[config.mk]
export PLATFORM = sky130hd
export DESIGN_NAME = sap1_mar_loader
export DESIGN_NICKNAME = d
export VERILOG_FILES = /design/src/rtl/sap1_pkg.sv /design/src/rtl/sap1_rise_det.sv /design/src/rtl/sap1_mar_loader.sv
export SDC_FILE = /design/constraint.sdc
export NUM_CORES = 1
export LEC_CHECK = 0
export CAP_MARGIN = 0
export CELL_PAD_IN_SITES_DETAIL_PLACEMENT = 1
export CELL_PAD_IN_SITES_GLOBAL_PLACEMENT = 2
export CORE_MARGIN = 2
export CORE_UTILIZATION = 32
export CTS_BUF_LIST = sky130_fd_sc_hd__clkbuf_8
export CTS_CLUSTER_SIZE = 16
export DETAILED_ROUTE_END_ITERATION = 10
export GPL_ROUTABILITY_DRIVEN = 0
export PLACE_DENSITY_LB_ADDON = 0.1
export SKIP_CTS_REPAIR_TIMING = 1
export SYNTH_ARGS = -nofsm -noshare
export SYNTH_HDL_FRONTEND = slang
export SYNTH_SLANG_ARGS = --single-unit
[constraint.sdc]
create_clock -name clk -period 4.63 [get_ports clk]
set_clock_uncertainty 0.05 [all_clocks]
set_input_delay 0.926 -clock clk [delete_from_list [all_inputs] [get_ports clk]]
set_output_delay 0.926 -clock clk [all_outputs]
set_load 0.03 [all_outputs]
[src/rtl/sap1_pkg.sv]
// Shared definitions for the SAP-1 MAR/RAM program loader.
package sap1_pkg;
  localparam int ADDR_W_DEF = 4;
  localparam int DATA_W_DEF = 8;
  localparam int WE_CNT_W   = 4;

  typedef enum logic [1:0] {IDLE, SETUP, WRITE, HOLD} ld_state_e;
endpackage

[src/rtl/sap1_rise_det.sv]
// Rising-edge detector: previous level is registered, rise_o = d_i & ~prev.
module sap1_rise_det (
  input  logic clk,
  input  logic clr,
  input  logic d_i,
  output logic rise_o
);
  logic prev_q;

  always_ff @(posedge clk or posedge clr) begin
    if (clr) prev_q <= 1'b0;
    else     prev_q <= d_i;
  end

  assign rise_o = d_i & ~prev_q;
endmodule

[src/rtl/sap1_mar_loader.sv]
// SAP-1 memory address register plus front-panel RAM write sequencer.
// Optional build macro SAP1_AUTOINC_EN: auto-incrementing program address.
module sap1_mar_loader
  import sap1_pkg::*;
#(
  parameter int ADDR_W    = ADDR_W_DEF,
  parameter int DATA_W    = DATA_W_DEF,
  parameter int WE_CYCLES = 2
) (
  input  logic              clk,
  input  logic              clr,
  input  logic              prog,
  input  logic              n_lm,
  input  logic              n_ce_in,
  input  logic [ADDR_W-1:0] bus_in,
  input  logic [ADDR_W-1:0] sw_addr,
  input  logic [DATA_W-1:0] sw_data,
  input  logic              wr_req,
  output logic [ADDR_W-1:0] mar_q,
  output logic [ADDR_W-1:0] ram_a,
  output logic [DATA_W-1:0] ram_d,
  output logic              ram_n_ce,
  output logic              ram_n_we,
  output logic              wr_busy,
  output logic              wr_done
);
  localparam logic [WE_CNT_W-1:0] WE_LOAD = WE_CNT_W'(WE_CYCLES - 1);

  ld_state_e             state_q, state_d;
  logic [WE_CNT_W-1:0]   cnt_q, cnt_d;
  logic [ADDR_W-1:0]     mar_reg_q;
  logic [ADDR_W-1:0]     addr_q, addr_d;
  logic [DATA_W-1:0]     data_q, data_d;
  logic                  mode_q;
  logic                  n_ce_q, n_we_q, wr_done_q;
  logic                  rise, start;
`ifdef SAP1_AUTOINC_EN
  logic                  seed_q;
`endif

  sap1_rise_det u_rise (
    .clk    (clk),
    .clr    (clr),
    .d_i    (wr_req),
    .rise_o (rise)
  );

  always_comb begin
    state_d = state_q;
    cnt_d   = cnt_q;
    start   = 1'b0;
    addr_d  = addr_q;
    data_d  = data_q;
    case (state_q)
      IDLE: if (rise && mode_q) begin
        state_d = SETUP;
        start   = 1'b1;
      end
      SETUP: begin
        state_d = WRITE;
        cnt_d   = WE_LOAD;
      end
      WRITE: if (cnt_q == '0) state_d = HOLD;
             else             cnt_d   = cnt_q - 1'b1;
      HOLD:    state_d = IDLE;
      default: state_d = IDLE;
    endcase
    if (start) begin
      data_d = sw_data;
`ifdef SAP1_AUTOINC_EN
      addr_d = seed_q ? sw_addr : addr_q + 1'b1;
`else
      addr_d = sw_addr;
`endif
    end
  end

  always_ff @(posedge clk or posedge clr) begin
    if (clr) begin
      state_q   <= IDLE;
      cnt_q     <= '0;
      mar_reg_q <= '0;
      addr_q    <= '0;
      data_q    <= '0;
      mode_q    <= 1'b0;
      n_ce_q    <= 1'b1;
      n_we_q    <= 1'b1;
      wr_done_q <= 1'b0;
    end else begin
      state_q   <= state_d;
      cnt_q     <= cnt_d;
      addr_q    <= addr_d;
      data_q    <= data_d;
      if (!prog && !n_lm) mar_reg_q <= bus_in;
      // Mode is frozen for the whole write cycle, including its start edge.
      if (state_q == IDLE && !start) mode_q <= prog;
      n_ce_q    <= (state_d == IDLE);
      n_we_q    <= (state_d != WRITE);
      wr_done_q <= (state_q == HOLD);
    end
  end

`ifdef SAP1_AUTOINC_EN
  always_ff @(posedge clk or posedge clr) begin
    if (clr)         seed_q <= 1'b1;
    else if (!mode_q) seed_q <= 1'b1;
    else if (start)  seed_q <= 1'b0;
  end
  assign mar_q = mode_q ? addr_q : mar_reg_q;
`else
  assign mar_q = mar_reg_q;
`endif

  // clr forces the pass-through enable high so the RAM is released during reset.
  assign ram_a    = mode_q ? addr_q : mar_reg_q;
  assign ram_d    = data_q;
  assign ram_n_ce = mode_q ? n_ce_q : (n_ce_in | clr);
  assign ram_n_we = mode_q ? n_we_q : 1'b1;
  assign wr_busy  = (state_q != IDLE);
  assign wr_done  = wr_done_q;
endmodule

==> impl_results.md, run 1 <==
* Outcome: finished clean
* WP data arrival at 2.28 ns
* Vias per Instance at 4.66
* #FFs+latches synth at 27
* Critical Path Fanout Max at 2
* Fin util at 0.470
* Starting Density at 0.333
* Final wirelength at 2480 um
* Most used cell, CP: clkdlybuf4s50_1
* Initial DRC count at 17
* Buf/Inv on CP at 2
* Diode count at 0
* Crit end category: primary output
* Slew Limit Fails at 0
* Relative slew slack at 0.331
* Detail Route Antenna Nets at 0
* Port buffer count at 41
* Drt pass-1 iters at 4
* Synth Flop Type: dfrtp_1
* CORE AREA at between 0.003 and 0.004 mm^2
* Clk_lat worst skew at 0.27 ns
* Residual DRC at 0
* Fmax at slightly above 300 MHz
* Pleak at 0.757 nW
* Routed wire length per instance at roughly 14 um
* Placed cell count at 180
* Tcrit/Tclk final at 0.703
* Synth area leader: dfrtp_1
* Cell variety after synth at 23
* Die width at 65.7 um
* Total clock buffers created by CTS at 3
* Clock slew at reported path FFs at approximately 0.09 ns
* Max-cap viol count at 0
* Global-route wire length before repair at 4270 um
* H-tree Lvls at 1
* Synthesized cell area at approximately 0.0012 mm^2
* Yosys warns at 0
* Largest net degree at the start of global routing at 28
* Clock sinks at 27
* # setup viols final at 0
* CP Cell Sequence: clkdlybuf4s50_1, nor2_1, o21ai_0, clkdlybuf4s50_1
* # fillers at 392
* Worst min path class: flip-flop to flip-flop
* Max stage delay cell, worst path: clkdlybuf4s50_1
* Share of the synthesized area in the top cell type at 0.513
* Synthesized net count at approximately 120
* Top Ports at 42
* Clock Root Buffer: clkbuf_8
* Mapped Avg Cell Area at 13.1 um^2
* Post-synthesis sequential area ratio at 0.556
* Via Count at 858
* Cell area after layout at 0.00172 mm^2
* Syn Inst Count at 93
* CP Launch Type: primary input
* Clock tree buffer depth at 2
* Initial antenna violation count at 0
* Asr flop ratio synth at 1.00
* Crit path required time at ~3.7 ns
* GRT Util Overall at 0.132
* Setup_tns at 0 ns
* RSZ-0062 raised after global routing: no
* Total Power at 1.15 mW
* Min Tclk post-route at 3.25 ns
* Main area contributors after synthesis: dfrtp_1, mux2_2, ha_1
* Area Overhead vs Synth at 41.2%
* Share of cells above drive strength 1 at 0.221
* CP peak stage delay at about 0.7 ns
* Most frequent cells in the layout: clkdlybuf4s50_1, dfrtp_1, mux2_2
* HPWL after DPL at ~1900 um
* Family with the most delay on the worst path: buffers and inverters
* Final hold vios at 0
* Nets at around 170
* Placed instance area at approximately 0.0017 mm^2
* Full die area at 0.00432 mm^2
* Worst-margin pin slew at 1.00 ns
* Commonest non-fill, non-tap cell in the layout: clkdlybuf4s50_1
* Die H at ~66 um
* Cell Pwr Density at 666 mW/mm^2
* Worst vdd ir at approximately 0.27 mV
* Fin cells at 184
* Post-synth EDFFs at 0
* Std-Cell Rows at 22
* Gr ovfl total at 0
* Vias in the first global route at 926
* CTS tree: built
* CP Class: primary input to primary output
==> sequential cells by signal, indices dropped and copies added (netlist names) <==
| register | cells |
|---|---|
| cnt_q | 4 |
| ram_d | 8 |
| n_we_q | 1 |
| n_ce_q | 1 |
| u_rise.prev_q | 1 |
| wr_done | 1 |
| state_q | 2 |
| mode_q | 1 |
| mar_q | 4 |
| addr_q | 4 |
==> worst register-to-register path, delay by kind of cell, from the launching register on <==
| kind | cells | cell delay, ns |
|---|---|---|
| muxes | 1 | 0.42 |
| adders and majority gates | 1 | 0.30 |
| buffers and inverters | 1 | 0.09 |
| DFF | 1 | 0.42 |
| and+or+nand+nor | 1 | 0.41 |
==> power breakdown <==
part	switching, mW	total [mW]	internal, mW
Sequential	0.0647	0.404	0.339
Combinational	0.316	0.608	0.292
Clock	0.0746	0.135	0.0604
Total	0.455	1.15	0.691
==> final timing paths <==
check / start / to / slack [ns] / cells after the start
max in group asynchronous: clr / ram_d[6]$_DFFE_PP0P_ / 2.75 / 2
min in group asynchronous: clr / mar_q[2]$_DFFE_PP0P_ / 1.17 / 2
max reg2reg: state_q[0]$_DFF_PP0_ / ram_d[0]$_DFFE_PP0P_ / 2.84 / 4
min: ram_d[1]$_DFFE_PP0P_ / ram_d[1]$_DFFE_PP0P_ / 0.46 / 1
max: clr / ram_n_ce / 1.38 / 4
min reg2reg: ram_d[1]$_DFFE_PP0P_ / ram_d[1]$_DFFE_PP0P_ / 0.46 / 1
==> per-stage QoR <==
stage	hold slack (ns)	setup slack, ns
after detailed placement	0.444	1.35
after global routing	0.485	1.28
final	0.459	1.38
after global placement	0.436	1.40
after floorplan	0.424	2.02
after CTS	0.467	1.35
==> cells by family after synthesis <==
kind of cell / share of synthesized area
adders and majority gates: 0.0616
muxes: 0.185
and+or+nand+nor: 0.0760
AOI/OAI and AO/OA: 0.0811
DFF: 0.556
buffers and inverters: 0.0400
==> cell usage after synthesis (all sizes together) (2+ instances only) <==
library cell   n
a21o           2
buf            2
dfrtp         25
dfstp          2
ha             6
inv            9
mux2          20
nand2b         2
nor2           4
o21ai          8
==> cell type report <==
cell class / instances / area [um^2] / area share
clock inverter: 1 / 5.00 / 0.00291
inverter: 9 / 33.8 / 0.0196
multi-input combinational: 55 / 492 / 0.286
sequential: 27 / 678 / 0.394
tap: 48 / 60.1 / 0.0349
timing repair buffer: 41 / 410 / 0.239
clock buffer: 3 / 41.3 / 0.0240
==> metal layers <==
metal,vias to the layer above,share of wire,wire length [um],global-route usage
met2,23,0.50,1240,0.221
met1,424,0.42,1050,0.162
met4,0,0.019,48,0.0625
li1,406,-,-,-
met5,-,0,0,0
met3,5,0.058,145,0.0257
No activity file was read; power rests on OpenSTA's default activity.
==> run 2, diff against run 1 <==
- CORE_UTILIZATION: 32 -> 29
- clock period: 4.63 -> 3.3 ns (I/O delays scaled with it)
==> impl_results.md, run 2 (synthesis gave the netlist of run 1 again) <==
* Vias per Instance at 4.53 (-2.9%)
* Hold Startpoint: addr_q[3]$_DFFE_PP0P_
* CP Class: primary input to primary output
* Hold depth at 1 (unchanged)
* Clock share of power at 0.116 (-0.002)
* Starting Density at 0.302 (-0.0304)
* Gate power share at 0.531 (about the same)
* Max-cap viol count at 0 (unchanged)
* GRT Util Overall at 0.121 (-0.0111)
* WP data arrival at 2.00 ns (-0.28 ns)
* Cell Pwr Density at 933 mW/mm^2 (+40%)
* CP Launch Type: primary input
* CTS tree: built
* CORE AREA at 0.00403 mm^2 (+10%)
* Setup_tns at 0 ns (unchanged)
* Final hold vios at 0 (unchanged)
* Slew Limit Fails at 0 (unchanged)
* Initial antenna violation count at 0 (unchanged)
* Worst Reg-to-Reg Cells at 4 (unchanged)
* Switching Power at 0.645 mW (+42%)
* Clock slew at reported path FFs at 0.09 ns (about the same)
* Family with the most delay on the worst path: buffers and inverters
* Cell area after layout at 0.00173 mm^2 (+0.73%)
* R2r endpoint: ram_d[6]$_DFFE_PP0P_
* # fillers at 441 (+13%)
* Via Count at 847 (-1.3%)
* Worst R2R Setup Slack at 1.46 ns (-1.38 ns)
* # setup viols final at 0 (unchanged)
* Global-route wire length before repair at 4200 um (-1.6%)
* Crit end category: primary output
* Critical R2R Launch: state_q[0]$_DFF_PP0_
* Clk_lat worst skew at 0.27 ns (about the same)
* Placement Setup Slack at 0.563 ns (-0.786 ns)
* Max reg flops at 8 (unchanged)
* Worst min path class: flip-flop to flip-flop
* Share of cells above drive strength 1 at 0.226 (+0.00569)
* Diode count at 0 (unchanged)
* Fin util at 0.430 (-0.0398)
* HPWL after DPL at 1990 um (+2.7%)
* Hold Crit Endpoint: addr_q[3]$_DFFE_PP0P_
* Switch share at 0.399 (+0.00182)
* Min Tclk post-route at 2.71 ns
* Max stage delay cell, worst path: clkdlybuf4s50_1
* Final wirelength at 2580 um (+3.8%)
* Commonest non-fill, non-tap cell in the layout: clkdlybuf4s50_1
* Die H at 68.8 um (+4.7%)
* Tcrit/Tclk final at 0.822
* Worst setup margin at 0.586 ns (-0.791 ns)
* Initial DRC count at 41 (+24)
* Clock Root Buffer: clkbuf_8
* Worst vdd ir at 0.382 mV (+44%)
* CP Cell Sequence: clkdlybuf4s50_1, nor2_1, o21ai_0, clkdlybuf4s50_1
* Clock tree buffer depth at 2 (unchanged)
* RSZ-0062 raised after global routing: no
* Crit path required time at 2.59 ns (-1.06 ns)
* Fmax at 368 MHz
* Std-Cell Rows at 23 (+4.5%)
* Pleak at 0.758 nW (+0.14%)
* P_int at 0.972 mW (+41%)
* Placed instance area at 0.00168 mm^2 (+0.60%)
* Fin cells at 187 (+1.6%)
* Placed cell count at 183 (+1.7%)
* Clock sinks at 27 (unchanged)
* Buf/Inv on CP at 2 (unchanged)
* Top Ports at 42 (unchanged)
* Drt pass-1 iters at 4 (unchanged)
* Die width at 68.8 um (+4.7%)
* Most frequent cells in the layout: clkdlybuf4s50_1, dfrtp_1, mux2_2
* Vias in the first global route at 903 (-2.5%)
* Part of the power in registers at 0.353 (about the same)
* Most used cell, CP: clkdlybuf4s50_1
* Largest net degree at the start of global routing at 28 (unchanged)
* Residual DRC at 0 (unchanged)
* Outcome: finished clean
* Nets at 166 (+0.61%)
* CP peak stage delay at 0.69 ns (about the same)
* Detail Route Antenna Nets at 0 (unchanged)
* Routed wire length per instance at 13.8 um (+2.1%)
* Area Overhead vs Synth at 42.2%
* Full die area at 0.00474 mm^2 (+9.7%)
* Critical Path Fanout Max at 2 (unchanged)
* Gr ovfl total at 0 (unchanged)
* Worst-margin pin slew at 0.472 ns (-0.530 ns)
* H-tree Lvls at 1 (unchanged)
* Total clock buffers created by CTS at 3 (unchanged)
* Relative slew slack at 0.684 (+0.353)
* Port buffer count at 41 (unchanged)
==> run 2: changes by cell type in the layout (fill, tap and decap cells not counted) <==
cell / change
clkinvlp_4: +1
buf_4: +1
clkinv_2: -1
==> run 2: how the worst max path moves through the flow <==
| stage | startpoint | endpoint | slack, ns | cells past startpoint |
|---|---|---|---|---|
| after global routing | clr | ram_n_ce | 0.48 | 4 |
| after CTS | clr | ram_n_ce | 0.57 | 4 |
| after floorplan | clr | ram_n_ce | 1.22 | 2 |
| final | clr | ram_n_ce | 0.59 | 4 |
| after detailed placement | clr | ram_n_ce | 0.56 | 4 |
| after global placement | clr | ram_n_ce | 0.60 | 4 |
==> run 2: power by group through the flow <==
| stage | Sequential, mW | Clock [mW] | Combinational, mW |
|---|---|---|---|
| 6_report | 0.571 | 0.188 | 0.858 |
| 4_1_cts | 0.573 | 0.201 | 0.874 |
| 3_3_place_gp | 0.573 | 0 | 0.850 |
| 5_1_grt | 0.593 | 0.214 | 0.938 |
| 2_1_floorplan | 0.664 | 0 | 0.463 |
| 3_5_place_dp | 0.581 | 0 | 0.869 |
==> run 2: cell type report <==
cell class,count,area (um^2),area share
repair buffers,42,418,0.241
inverters,9,33.8,0.0195
flip-flops and latches,27,678,0.391
well taps,50,62.6,0.0361
multi-input cells,55,492,0.284
clock inverters,1,7.51,0.00433
clock buffers,3,41.3,0.0238
==> run 2: layer usage <==
layer  global-route usage  vias up  wire length, um
met5                    0        -                0
met3               0.0211        2              152
met4               0.0441        0               23
li1                     -      408                -
met1                0.149      413             1040
met2                0.212       24             1360
==> run 2: metrics by stage <==
stage                     power (mW)  hold WS [ns]
final                           1.62         0.464
after global routing            1.75         0.478
after CTS                       1.65         0.466
after detailed placement        1.45         0.443
after global placement          1.42         0.437
after floorplan                 1.13         0.424
==> run 2: worst reg2reg max path: cells and delay by family, from the launching register on <==
kind / cells / cell delay [ns]
adder cells (fa/ha/maj): 1 / 0.30
buffers and inverters: 1 / 0.10
flip-flops: 1 / 0.43
multiplexers: 1 / 0.43
AND/OR/NAND/NOR: 1 / 0.44
